--- config.mk ---
export PLATFORM = sky130hd
export DESIGN_NAME = op_dispatcher
export DESIGN_NICKNAME = d
export VERILOG_FILES = /design/src/rtl/op_dispatcher.sv
export SDC_FILE = /design/constraint.sdc
export NUM_CORES = 1
export LEC_CHECK = 0
export BUFFER_PORTS_ARGS = -buffer_cell sky130_fd_sc_hd__buf_2
export CAP_MARGIN = 20
export CORE_MARGIN = 4
export CORE_UTILIZATION = 39
export CTS_BUF_LIST = sky130_fd_sc_hd__clkbuf_8
export DETAILED_ROUTE_END_ITERATION = 12
export PLACE_DENSITY = 0.82
export SKIP_CTS_REPAIR_TIMING = 1
export SLEW_MARGIN = 20
export SYNTH_ARGS = -nofsm -noshare
export SYNTH_HDL_FRONTEND = slang
export SYNTH_SLANG_ARGS = --single-unit
--- constraint.sdc ---
create_clock -name clk -period 2.6 [get_ports clk]
set_clock_uncertainty 0.15 [all_clocks]
set_input_delay 0.13 -clock clk [delete_from_list [all_inputs] [get_ports clk]]
set_output_delay 0.13 -clock clk [all_outputs]
set_load 0.005 [all_outputs]
--- src/rtl/op_dispatcher.sv ---
// op_dispatcher: hands one op at a time to the linear, arc or dummy handler.
// It muxes that handler's motor outputs and counts completed ops.
module op_dispatcher #(
  parameter int PULSE_W     = 11,
  parameter int TIMEOUT_CYC = 0
) (
  input  logic                       clk,
  input  logic                       reset,
  input  logic                       clk_en,
  input  logic                       trigger,
  input  logic [2:0]                 op_type,
  output logic                       rdy,
  output logic                       done,
  output logic                       error,
  output logic [2:0]                 h_trigger,
  input  logic [2:0]                 h_rdy,
  input  logic [2:0]                 h_done,
  input  logic [2:0][PULSE_W-1:0]    h_pulse_x,
  input  logic [2:0][PULSE_W-1:0]    h_pulse_y,
  input  logic [2:0]                 h_servo,
  input  logic [2:0]                 h_mtrigger,
  output logic [PULSE_W-1:0]         pulse_num_x,
  output logic [PULSE_W-1:0]         pulse_num_y,
  output logic                       servo_pos,
  output logic                       m_trigger,
  output logic [15:0]                ops_done
);

  localparam int              WD_W    = (TIMEOUT_CYC > 1) ? $clog2(TIMEOUT_CYC) : 1;
  localparam logic [WD_W-1:0] WD_LAST = WD_W'((TIMEOUT_CYC > 0) ? TIMEOUT_CYC - 1 : 0);
  localparam bit              WD_EN   = (TIMEOUT_CYC > 0);

  typedef enum logic [1:0] {IDLE, DISPATCH, WAIT_DONE, DONE} state_t;

  state_t          state_reg, state_next;
  logic [1:0]      sel_reg, sel_next;
  logic            error_reg, error_next;
  logic [WD_W-1:0] wd_cnt_reg, wd_cnt_next;
  logic [15:0]     ops_done_reg, ops_done_next;

  function automatic logic [1:0] sel_of(input logic [2:0] op);
    if (op[2])      return 2'd2;
    else if (op[1]) return 2'd1;
    else            return 2'd0;
  endfunction

  always_ff @(posedge clk or negedge reset) begin
    if (!reset) begin
      state_reg    <= IDLE;
      sel_reg      <= 2'd2;
      error_reg    <= 1'b0;
      wd_cnt_reg   <= '0;
      ops_done_reg <= 16'd0;
    end else if (clk_en) begin
      state_reg    <= state_next;
      sel_reg      <= sel_next;
      error_reg    <= error_next;
      wd_cnt_reg   <= wd_cnt_next;
      ops_done_reg <= ops_done_next;
    end
  end

  always_comb begin
    state_next    = state_reg;
    sel_next      = sel_reg;
    error_next    = error_reg;
    wd_cnt_next   = wd_cnt_reg;
    ops_done_next = ops_done_reg;
    unique case (state_reg)
      IDLE: begin
        if (trigger) begin
          sel_next   = sel_of(op_type);
          error_next = 1'b0;
          state_next = DISPATCH;
        end
      end
      DISPATCH: begin
        if (h_rdy[sel_reg]) begin
          state_next  = WAIT_DONE;
          wd_cnt_next = '0;
        end
      end
      WAIT_DONE: begin
        // A done arriving on the expiry cycle takes priority over the timeout.
        if (h_done[sel_reg]) begin
          state_next = DONE;
        end else if (WD_EN && (wd_cnt_reg == WD_LAST)) begin
          error_next = 1'b1;
          state_next = DONE;
        end else if (WD_EN) begin
          wd_cnt_next = wd_cnt_reg + 1'b1;
        end
      end
      DONE: begin
        ops_done_next = ops_done_reg + 16'd1;
        state_next    = IDLE;
      end
      default: state_next = IDLE;
    endcase
  end

  genvar gi;
  generate
    for (gi = 0; gi < 3; gi++) begin : g_htrig
      assign h_trigger[gi] = (state_reg == DISPATCH) && (sel_reg == 2'(gi)) && h_rdy[gi];
    end
  endgenerate

  // done is qualified by clk_en so a stalled DONE state still yields a single-cycle pulse.
  assign rdy         = (state_reg == IDLE);
  assign done        = (state_reg == DONE) && clk_en;
  assign error       = error_reg;
  assign ops_done    = ops_done_reg;
  assign pulse_num_x = h_pulse_x[sel_reg];
  assign pulse_num_y = h_pulse_y[sel_reg];
  assign servo_pos   = h_servo[sel_reg];
  assign m_trigger   = (state_reg != IDLE) && h_mtrigger[sel_reg];

endmodule
==> summary.md <==
| Metric | Value |
|---|---|
| Fin crit period | 2.00 ns |
| Tightest Pin Transition | ~0.54 ns |
| Final Cell Area | roughly 2300 sq um |
| Setup tns final | 0 ns |
| PortBufs | between 100 and 150 |
| DR vias | 1716 |
| Leak Pwr | approximately 1.3 nW |
| Worst Path Arrival | roughly 1.7 ns |
| Yosys warning total | 0 |
| CTS max path bufs | 2 |
| Initial Utilization | between 40 and 50% |
| DP Area | between 2000 and 2500 sq um |
| Slew headroom | 63.9% |
| Global route total overflow | 0 |
| Finish-stage setup viols | 0 |
| DR iter-0 viols | between 70 and 80 |
| Mapped Cells | around 180 |
| Critical path fanouts, max | 14 |
| HPWL after DPL | 4070 microns |
| Setup CP Type | flip-flop to output port |
| CP Cell Sequence | buf_4 > mux2i_1 > o21ai_0 > buf_2 |
| Drt drc | 0 |
| Diodes inserted | 0 |
| CTS tree | built |
| TritonCTS Buffers | 3 |
| Layout cell share with drive strength beyond 1 | 45.3% |
| Largest register FFs | 16 |
| Syn nets | around 270 |
| Period utilisation layout | between 70% and 80% |
| Routability-driven placement congestion ratio | between 0.7 and 0.8 |
| Mapped Avg Cell Area | about 8.5 sq um |
| Critical Path Sink Type | output port |
| First-pass GRT wire length | slightly below 8000 microns |
| Critical path required time | approximately 2.3 ns |
| Die Span X | around 70 microns |
| Die area | 4920 sq um |
| Layout area overhead | 50.8% |
| Max-cap violations | 0 |
| Startpoint Class | flip-flop |
| Reg2reg setup slack | 0.61 ns |
| Initial antenna violation count | 0 |
| Worst-path clk slew | about 0.070 ns |
| Unrepaired setup endpoints after global routing | false |
| Synthesized cell area | roughly 1500 sq um |
| Worst-Skew Late Latency | approximately 0.25 ns |
| Hold Fails Final Rpt | 0 |
| Slew Limit Fails | 0 |
| Num rows | 22 |
| Synth cell types | 30 |
| Die Height | 70.1 microns |
| Worst vdd ir | 0.552 mV |
| 1st-pass router iterations | 4 |
| Power per cell area | approximately 760 nW/um^2 |
| Top-Level Pins | around 130 |
| Wire per inst | about 14 microns |
| Vias per cell | 4.83 |
| Worst path max stage delay | around 0.75 ns |
| Filler instances | 346 |
| Number of global-route vias before repair | 1576 |
| Outcome | finished, final reports clean |
| Worst hold path type | input port to flip-flop |
| CTS Sinks | 20 |
| Synthesized flop and latch total | 20 |
| Post-route ant nets | 0 |
| Gr usage total | 18.8% |
| Pin count of the biggest net entering global routing | 25 |
| Max H-tree Level | 1 |
| Final #Nets | 398 |
| Post-synthesis sequential area ratio | between 30% and 40% |
| Maximum clock frequency | between 500 and 600 MHz |
| CTS root buf | clkbuf_8 |
| Core box area | approximately 3700 sq um |
| Drt total wl | 4940 microns |
| Slowest cell on the critical path | dfstp_2 |
[cells by family (layout without fill, tap and decap cells)]
kind of cell,count (synthesis),count (layout),synth area share [%]
adders and majority gates,5,5,4.16
DFF,20,20,33.3
other,1,1,0.249
muxes,28,28,18.9
AOI/OAI and AO/OA,28,28,9.89
and+or+nand+nor,66,66,20.1
xor gates and xnor gates,15,15,8.73
buffers and inverters,15,144,4.66
[stage by stage]
step	hold WS (ns)	util, %	total power [mW]	worst slack, ns	std cells
final	0.104	61.5	1.71	0.601	355
after global routing	0.154	61.5	1.87	0.478	355
after CTS	-0.334	60.7	1.72	0.575	352
after detailed placement	-0.0571	59.2	1.49	0.621	348
after global placement	-0.0564	59.2	1.46	0.623	348
after floorplan	-0.316	-	1.08	0.789	178
[layer usage]
| layer | track usage (%) | up-vias | wire length, microns |
|---|---|---|---|
| met5 | 0 | - | 0 |
| met4 | 2.55 | 0 | 14 |
| met3 | 2.30 | 2 | 262 |
| met2 | 32.6 | 67 | 2540 |
| met1 | 25.5 | 784 | 2130 |
| li1 | - | 863 | - |
[cell usage after synthesis]
| cell | n | share of area, % |
|---|---|---|
| nand3_1 | 6 | 2.0 |
| nand2b_1 | 2 | 0.83 |
| mux2_1 | 1 | 0.75 |
| mux2_2 | 2 | 1.5 |
| dfstp_2 | 1 | 1.7 |
| nor4_1 | 2 | 0.83 |
| or3_1 | 1 | 0.42 |
| inv_1 | 5 | 1.2 |
| nor2_1 | 8 | 2.0 |
| a21oi_1 | 2 | 0.67 |
| buf_6 | 1 | 0.75 |
| ha_1 | 5 | 4.2 |
| nor3b_1 | 1 | 0.50 |
| xor2_1 | 7 | 4.1 |
| o221ai_1 | 1 | 0.58 |
| mux2i_1 | 25 | 17 |
| buf_4 | 1 | 0.50 |
| conb_1 | 1 | 0.25 |
| nor3_1 | 1 | 0.33 |
| o21ai_0 | 24 | 8.0 |
| nand2_1 | 33 | 8.2 |
| buf_2 | 2 | 0.67 |
| and3_1 | 3 | 1.2 |
| nand4_1 | 4 | 1.7 |
| dfrtp_1 | 19 | 32 |
| a311o_1 | 1 | 0.67 |
| nor2b_1 | 4 | 1.7 |
| xnor2_1 | 8 | 4.7 |
| clkbuf_1 | 6 | 1.5 |
| or2_0 | 1 | 0.42 |
[final timing paths]
kind | startpoint | end | cells after the start
max | sel_reg[1] | pulse_num_y[4] | 4
min | trigger | sel_reg[0] | 3
max reg2reg | sel_reg[1] | state_reg[1] | 4
min reg2reg | ops_done[15] | ops_done[15] | 1
max in group asynchronous | reset | sel_reg[1] | 2
min in group asynchronous | reset | ops_done[9] | 2
[worst max-delay path: cells and delay by family, from the launching register on]
family	cells	cell delay [ns]
compound gates	1	0.10
buf+inv	2	0.43
mux	1	0.19
flops	1	0.75
[report_power, final]
part / internal [mW] / leakage, nW / switching [mW]
Combinational: 0.507 / 0.985 / 0.479
Sequential: 0.387 / 0.263 / 0.114
Clock: 0.134 / 0.0288 / 0.0949
[layout make-up]
cell class	instances	area (sq um)	area share [%]
multi-input combinational	143	933	41.1
timing repair buffer	135	701	30.9
sequential	20	502	22.1
tap	48	60.1	2.65
clock buffer	4	55.1	2.43
inverter	5	18.8	0.827
[placed cells by master, fill, tap and decap left out]
cell type	instances
a21oi_1	2
a311o_1	1
and3_1	3
buf_2	128
buf_4	4
clkbuf_8	4
conb_1	1
dfrtp_1	19
dfstp_2	1
dlygate4sd3_1	3
ha_1	5
inv_1	5
mux2_1	1
mux2_2	2
mux2i_1	25
nand2_1	33
nand2b_1	2
nand3_1	6
nand4_1	4
nor2_1	8
nor2b_1	4
nor3_1	1
nor3b_1	1
nor4_1	2
o21ai_0	24
o221ai_1	1
or2_0	1
or3_1	1
xnor2_1	8
xor2_1	7
Power figures use the tool's default switching activity.
